===== config.mk =====
export PLATFORM = sky130hd
export DESIGN_NAME = fc_neuron_stream
export DESIGN_NICKNAME = d
export VERILOG_FILES = /design/src/rtl/fc_neuron_stream.sv
export SDC_FILE = /design/constraint.sdc
export NUM_CORES = 1
export LEC_CHECK = 0
export ABC_AREA = 0
export BUFFER_PORTS_ARGS = -buffer_cell sky130_fd_sc_hd__buf_2
export CORE_ASPECT_RATIO = 0.5
export CORE_MARGIN = 1
export CORE_UTILIZATION = 45
export DETAILED_ROUTE_END_ITERATION = 8
export MAX_ROUTING_LAYER = met4
export PLACE_DENSITY = 0.69
export SLEW_MARGIN = 15
export SYNTH_ARGS = -nofsm -noshare
export SYNTH_HDL_FRONTEND = slang
export SYNTH_SLANG_ARGS = --single-unit

===== constraint.sdc =====
create_clock -name clk -period 6.24 [get_ports clk]
set_clock_uncertainty 0.2 [all_clocks]
set_input_delay 1.248 -clock clk [delete_from_list [all_inputs] [get_ports clk]]
set_output_delay 1.248 -clock clk [all_outputs]
set_load 0.01 [all_outputs]

===== src/rtl/fc_neuron_stream.sv =====
// fc_neuron_stream: time-multiplexed FC neuron dot product z = sum(x[i]*w[i]).
// Consumes LANES activation/weight pairs per beat, accumulates over ceil(IN/LANES) beats,
// and presents the sum through a valid/ready output register.
// Optional macro FC_NEURON_RELU_EN clamps negative results to zero on the output load.
module fc_neuron_stream #(
    parameter int unsigned WIDTH = 8,
    parameter int unsigned IN    = 84,
    parameter int unsigned LANES = 4
) (
    input  logic                             clk,
    input  logic                             rst,
    input  logic                             s_valid,
    output logic                             s_ready,
    input  logic [LANES*WIDTH-1:0]           s_x,
    input  logic [LANES*WIDTH-1:0]           s_w,
    output logic                             m_valid,
    input  logic                             m_ready,
    output logic [2*WIDTH+$clog2(IN)-1:0]    m_z
);

    localparam int unsigned BEATS  = (IN + LANES - 1) / LANES;
    localparam int unsigned CNT_W  = (BEATS > 1) ? $clog2(BEATS) : 1;
    localparam int unsigned PROD_W = 2 * WIDTH;
    localparam int unsigned ACC_W  = 2 * WIDTH + $clog2(IN);

    typedef enum logic [1:0] {
        S_ACC   = 2'd0,
        S_DRAIN = 2'd1,
        S_OUT   = 2'd2
    } state_t;

    state_t                    state;
    state_t                    state_next;
    logic [CNT_W-1:0]          beat_cnt;
    logic                      accept_c;
    logic                      first_c;
    logic                      last_c;
    logic signed [PROD_W-1:0]  prod_c [LANES];
    logic signed [PROD_W-1:0]  prod_q [LANES];
    logic                      p1_valid;
    logic                      p1_first;
    logic                      p1_last;
    logic signed [ACC_W-1:0]   lane_sum_c;
    logic signed [ACC_W-1:0]   acc;
    logic [ACC_W-1:0]          z_c;

    assign accept_c = s_valid && s_ready;
    assign first_c  = (beat_cnt == '0);
    assign last_c   = (beat_cnt == CNT_W'(BEATS - 1));

    // Per-lane signed products; lanes past the end of the vector contribute zero.
    always_comb begin
        for (int k = 0; k < int'(LANES); k++) begin
            prod_c[k] = '0;
            if ((32'(beat_cnt) * LANES + 32'(k)) < IN) begin
                prod_c[k] = PROD_W'($signed(s_x[k*WIDTH +: WIDTH]))
                          * PROD_W'($signed(s_w[k*WIDTH +: WIDTH]));
            end
        end
    end

    // Sign-extended sum of the registered lane products.
    always_comb begin
        lane_sum_c = '0;
        for (int k = 0; k < int'(LANES); k++) begin
            lane_sum_c = lane_sum_c + ACC_W'(prod_q[k]);
        end
    end

    // Output value as loaded into the result register.
    always_comb begin
        z_c = acc;
`ifdef FC_NEURON_RELU_EN
        if (acc[ACC_W-1]) begin
            z_c = '0;
        end
`endif
    end

    // Next-state logic for the accumulate / drain / output sequence.
    always_comb begin
        state_next = state;
        case (state)
            S_ACC:   if (accept_c && last_c) state_next = S_DRAIN;
            S_DRAIN: if (!(p1_valid && p1_last)) state_next = S_OUT;
            S_OUT:   if (m_ready) state_next = S_ACC;
            default: state_next = S_ACC;
        endcase
    end

    // State register and registered handshake outputs.
    always_ff @(posedge clk or posedge rst) begin
        if (rst) begin
            state   <= S_ACC;
            s_ready <= 1'b0;
            m_valid <= 1'b0;
            m_z     <= '0;
        end else begin
            state   <= state_next;
            s_ready <= (state_next == S_ACC);
            m_valid <= (state_next == S_OUT);
            if (state == S_DRAIN && state_next == S_OUT) begin
                m_z <= z_c;
            end
        end
    end

    // Beat counter: advances per accepted beat, wraps after the last one, holds on bubbles.
    always_ff @(posedge clk or posedge rst) begin
        if (rst) begin
            beat_cnt <= '0;
        end else if (accept_c) begin
            beat_cnt <= last_c ? '0 : beat_cnt + CNT_W'(1);
        end
    end

    // P1: register lane products with valid/first/last tags.
    always_ff @(posedge clk or posedge rst) begin
        if (rst) begin
            p1_valid <= 1'b0;
            p1_first <= 1'b0;
            p1_last  <= 1'b0;
            for (int k = 0; k < int'(LANES); k++) begin
                prod_q[k] <= '0;
            end
        end else begin
            p1_valid <= accept_c;
            if (accept_c) begin
                p1_first <= first_c;
                p1_last  <= last_c;
                for (int k = 0; k < int'(LANES); k++) begin
                    prod_q[k] <= prod_c[k];
                end
            end
        end
    end

    // P2: accumulate; a first-tagged beat restarts the sum, empty slots leave acc alone.
    always_ff @(posedge clk or posedge rst) begin
        if (rst) begin
            acc <= '0;
        end else if (p1_valid) begin
            acc <= p1_first ? lane_sum_c : acc + lane_sum_c;
        end
    end

endmodule


# Yosys cells after proc, flatten, opt, wreduce, memory -nomap -nowiden
# Index checks and enable logic that the tools add are counted.
# classes
n_addsub	8
multipliers	4
magnitude_cmp	4
eq_ne	4
mux	10
n_reduce_logical	7
# ops
operator	count
multiplier 8 x 8 -> 16 bit	4
two-way mux 16 bit	4
< comparator 8 x 7 -> 1 bit, second input constant	3
adder 23 x 19 -> 23 bit	1
two-way mux 23 bit	1
adder 18 x 16 -> 19 bit	1
adder 17 x 16 -> 18 bit	1
adder 16 x 16 -> 17 bit	1
adder 7 x 2 -> 8 bit, second input constant	2
adder 7 x 1 -> 8 bit, second input constant	1
< comparator 7 bit, second input constant	1
two-way mux 2 bit	3
one-hot mux 2 bit (3 select lines)	1
adder 5 x 1 -> 5 bit, second input constant	1
== test 5 bit, second input constant	1
zero test 5 bit	1
two-way mux 5 bit	1
== test 2 bit, second input constant	2
logical AND 1 bit	4
zero test 2 bit	2
== test 2 x 1 -> 1 bit, second input constant	1
# word_totals
ff_bits	122
out_inout_bits	25
wordCells	50

# Logic depth before layout (Yosys ltp)
# depth
ltp_word	6
ltp_mapped	21
mapped_depth_nobuf	21

# Least setup slack after synthesis
# Ideal clock, no wire load.
# synth_timing
path_type	input to register
start	input s_w[6]
end	register prod_q[63] in the netlist's numbering
setup_time_ns	0.101
arrival_time_ns	5.162
required_time_ns	5.939
slack_ns	0.777
path_stages	14
n_path_buf	1
cell_sequence	clkbuf_1 -> nand2_1 -> fa_1 -> fa_1 -> inv_1 -> fa_1 -> fa_1 -> ha_1 -> a2111oi_0 -> nor3_1 -> and4_1 -> nor3_1 -> nor3_1 -> o32ai_1
# synth_between
elab_chain_cells	2
# synth_lines
item	line	text
start: declaration	15	input logic [LANES*WIDTH-1:0] s_w,
multiplier 8 x 8 -> 16 bit	57	* PROD_W'($signed(s_w[k*WIDTH +: WIDTH]));
two-way mux 16 bit	55	if ((32'(beat_cnt) * LANES + 32'(k)) < IN) begin
end signal: indexed assignment	132	prod_q[k] <= prod_c[k];
end: declaration	39	logic signed [PROD_W-1:0] prod_q [LANES];
# No other way between the ends.
# A chain may end at the register's enable or synchronous reset.

# Final worst setup path
# layout_timing
start	register prod_q[17] in the netlist's numbering
end	register acc[22]
# layout_between
elab_chain_cells	4
# layout_lines
item	line	text
adder 17 x 16 -> 18 bit *	66	lane_sum_c = lane_sum_c + ACC_W'(prod_q[k]);
adder 18 x 16 -> 19 bit *	66	
adder 23 x 19 -> 23 bit	143	acc <= p1_first ? lane_sum_c : acc + lane_sum_c;
two-way mux 23 bit *	143	
end signal: assignment	143	
end: declaration	44	logic signed [ACC_W-1:0] acc;
# Mark *: on every way between the ends. The rest lies on a longest branch, timed or not.

==> impl_results.md <==
- Root Buffer: clkbuf_16
- Count of unique library cells instantiated by Yosys: 56
- Ys Warns: 0
- Final worst-path cycle share: between 90 and 100%
- Synth Cell Area: between 15,000 and 20,000 um2
- Crit path cell chain: inv_1 > fa_1 > fa_1 > inv_1 > ha_1 > fa_1 > a211o_1 > a21oi_1 > o21ai_0 > and3_1 > o221ai_1 > xnor2_1 > ha_1 > a21o_1 > nand2b_1 > o32ai_1 > a31oi_1 > a31oi_1 > mux2_2 > o21ai_0 > a21oi_1
- Initial drt markers: ~820
- WL per Instance: around 15 um
- Initial Util: a little under half
- Max Clock Freq: 177 MHz
- Post-synth EDFFs: 0
- Hold Buf Count CTS: 0
- CTS max path bufs: 2
- Hold Fails Final Rpt: 0
- Final core occ: between 50% and 60%
- Post-synthesis net count: around 2,300
- HPWL after DPL: 28,700 um
- Hold WC Path Type: reg2reg
- DRC: 0
- Sequential area share after synthesis: approximately 18%
- Number of global-route vias before repair: around 12,000
- Layout net count: roughly 2,400
- PD cells: roughly 550 nW/um2
- RSZ-0062 raised after global routing: no
- Max_cap viols: 0
- Share of cells above drive strength 1: 8.74%
- Crit path launch type: flip-flop
- # Post-CTS Setup Buffers: 0
- GRT overflow: 0
- Worst-Skew Late Latency: 430 ps
- CTS tree: done
- Largest net degree at the start of global routing: 64
- Critical path class: reg2reg
- Final instance area: ~19,000 um2
- CP required: 6350 ps
- Placed Instance Area: about 18,000 um2
- Final WL: about 35,000 um
- Die width: 276 um
- GRT Util Overall: between 15 and 20%
- Syn-to-layout area delta: 9.30%
- Crit path DAT: approximately 5800 ps
- Post-Syn Instances: around 1,800
- Status: completed
- First-pass GRT wire length: roughly 61,000 um
- Syn Area/Cell: 9.41 um2
- Endpoints failing setup: 0
- Antenna Violating Nets Remaining: 0
- Drt first pass iters: 7
- Tmin final: 5650 ps
- I/O Buffers: 92
- Total Negative Setup Slacks: 0 ps
- Final slew viol count: 0
- # resized after CTS: 0
- Crit-path max FO: 5
- Io pins: 93
- Vias: 12,180
- Core area: ~36,000 um2
- Die H: ~140 um
- Total chip power: about 10 mW
- Row cnt: 49
- Total Die Area: around 38,000 um2
- CP max-delay cell: fa_1
- Maximum VDD drop: around 0.34 mV
- Worst-path clk slew: 60 ps
- H-tree levels: 4
- Ys async rst share: 100%
- Setup crit end kind: flip-flop
- Post-synth top flop: dfrtp_1
- Worst path most repeated cell: fa_1
- Worst slew margin: approximately 36%
- Worst-Margin Slew: between 900 and 1000 ps
- Slowest stage delay, CP: just under 500 ps
- Drt via density: a little over 5
- Leak Pwr: 9.27 nW
- Initial antenna violation count: 0
- #FFs+latches synth: 122
- Clock sinks: 122
- GP Congestion: between 0.9 and 1
- CTS buffer count: 17
- # diodes: 0
## cell families (layout without fill, tap and decap cells)
| kind of cell | Yosys count | count (layout) | synth area share (%) |
|---|---|---|---|
| adder cells (fa/ha/maj) | 415 | 415 | 41.9 |
| AND/OR/NAND/NOR | 453 | 453 | 13.8 |
| flip-flops | 122 | 122 | 18.0 |
| XOR/XNOR | 98 | 98 | 5.07 |
| multiplexers | 32 | 32 | 2.07 |
| AO/OA/AOI/OAI | 271 | 271 | 10.1 |
| buffers and inverters | 409 | 509 | 9.07 |
## state kept, by name (all words and copies together), names as in the netlist
| signal | cells |
|---|---|
| prod_q | 64 |
| acc | 23 |
| m_z | 23 |
| beat_cnt | 5 |
| state | 2 |
| m_valid | 1 |
| p1_first | 1 |
| p1_last | 1 |
| p1_valid | 1 |
| s_ready | 1 |
## critical path, delay by kind of cell, from the launching register on
family / cells / cell delay (ps)
muxes: 1 / 360
DFF: 1 / 360
and+or+nand+nor: 2 / 380
adders and majority gates: 5 / 1970
AOI/OAI and AO/OA: 10 / 1880
xor gates and xnor gates: 1 / 230
buffers and inverters: 2 / 130
## layout make-up
class	instances	area (um2)
inverters	379	1430
repair buffers	98	505
multi-input cells	1269	12300
fillers	3307	18000
flip-flops and latches	122	3050
clock buffers	21	450
well taps	484	606
clock inverters	11	123
## synthesized netlist by cell type (all sizes together) (34+ instances only)
library cell	number	share of area, %
xor2	34	1.8
dfrtp	122	18
ha	161	12
o21ai	59	1.8
nor2	60	1.3
fa	254	30
inv	378	8.4
a21oi	68	2.0
o22ai	45	1.7
xnor2	64	3.3
and2	147	5.4
nand2	125	2.8
## final timing paths
path / slack (ps) / startpoint / depth (start not counted) / endpoint
max: 590 / prod_q[17] / 21 / acc[22]
min: 270 / state[1] / 1 / state[0]
max reg2reg: 590 / prod_q[17] / 21 / acc[22]
min reg2reg: 270 / state[1] / 1 / state[0]
max in group asynchronous: 3790 / rst / 3 / prod_q[26]
min in group asynchronous: 750 / rst / 2 / p1_valid
## routing by layer
metal | track usage (%) | routed length [um]
met3 | 2.98 | 1210
met2 | 31.6 | 16200
met5 | - | 0
met4 | 2.91 | 271
met1 | 27.8 | 17200
## power breakdown
group          internal [mW]  switching (mW)  leakage [nW]  total (mW)
Clock                  0.596           0.371         0.269       0.967
Sequential              1.10           0.156          1.60        1.26
Combinational           3.47            4.57          7.40        8.05
## per-stage QoR
step,hold slack (ps),worst slack [ps],cells
2_1_floorplan,229,777,1800
3_3_place_gp,257,513,2352
3_5_place_dp,268,445,2352
4_1_cts,277,596,2384
5_1_grt,319,175,2384
6_report,271,590,2384
## layout by cell type (no fill, tap or decap), types with 34 or more instances in the layout
cell,Yosys,layout
nand2_1,125,125
nor2_1,60,60
a21oi_1,67,67
o21ai_0,57,57
and2_1,146,146
buf_2,0,92
xor2_1,34,34
fa_1,254,254
xnor2_1,64,64
inv_1,378,377
ha_1,161,161
dfrtp_1,122,122
o22ai_1,45,45
Power figures use the tool's default switching activity.
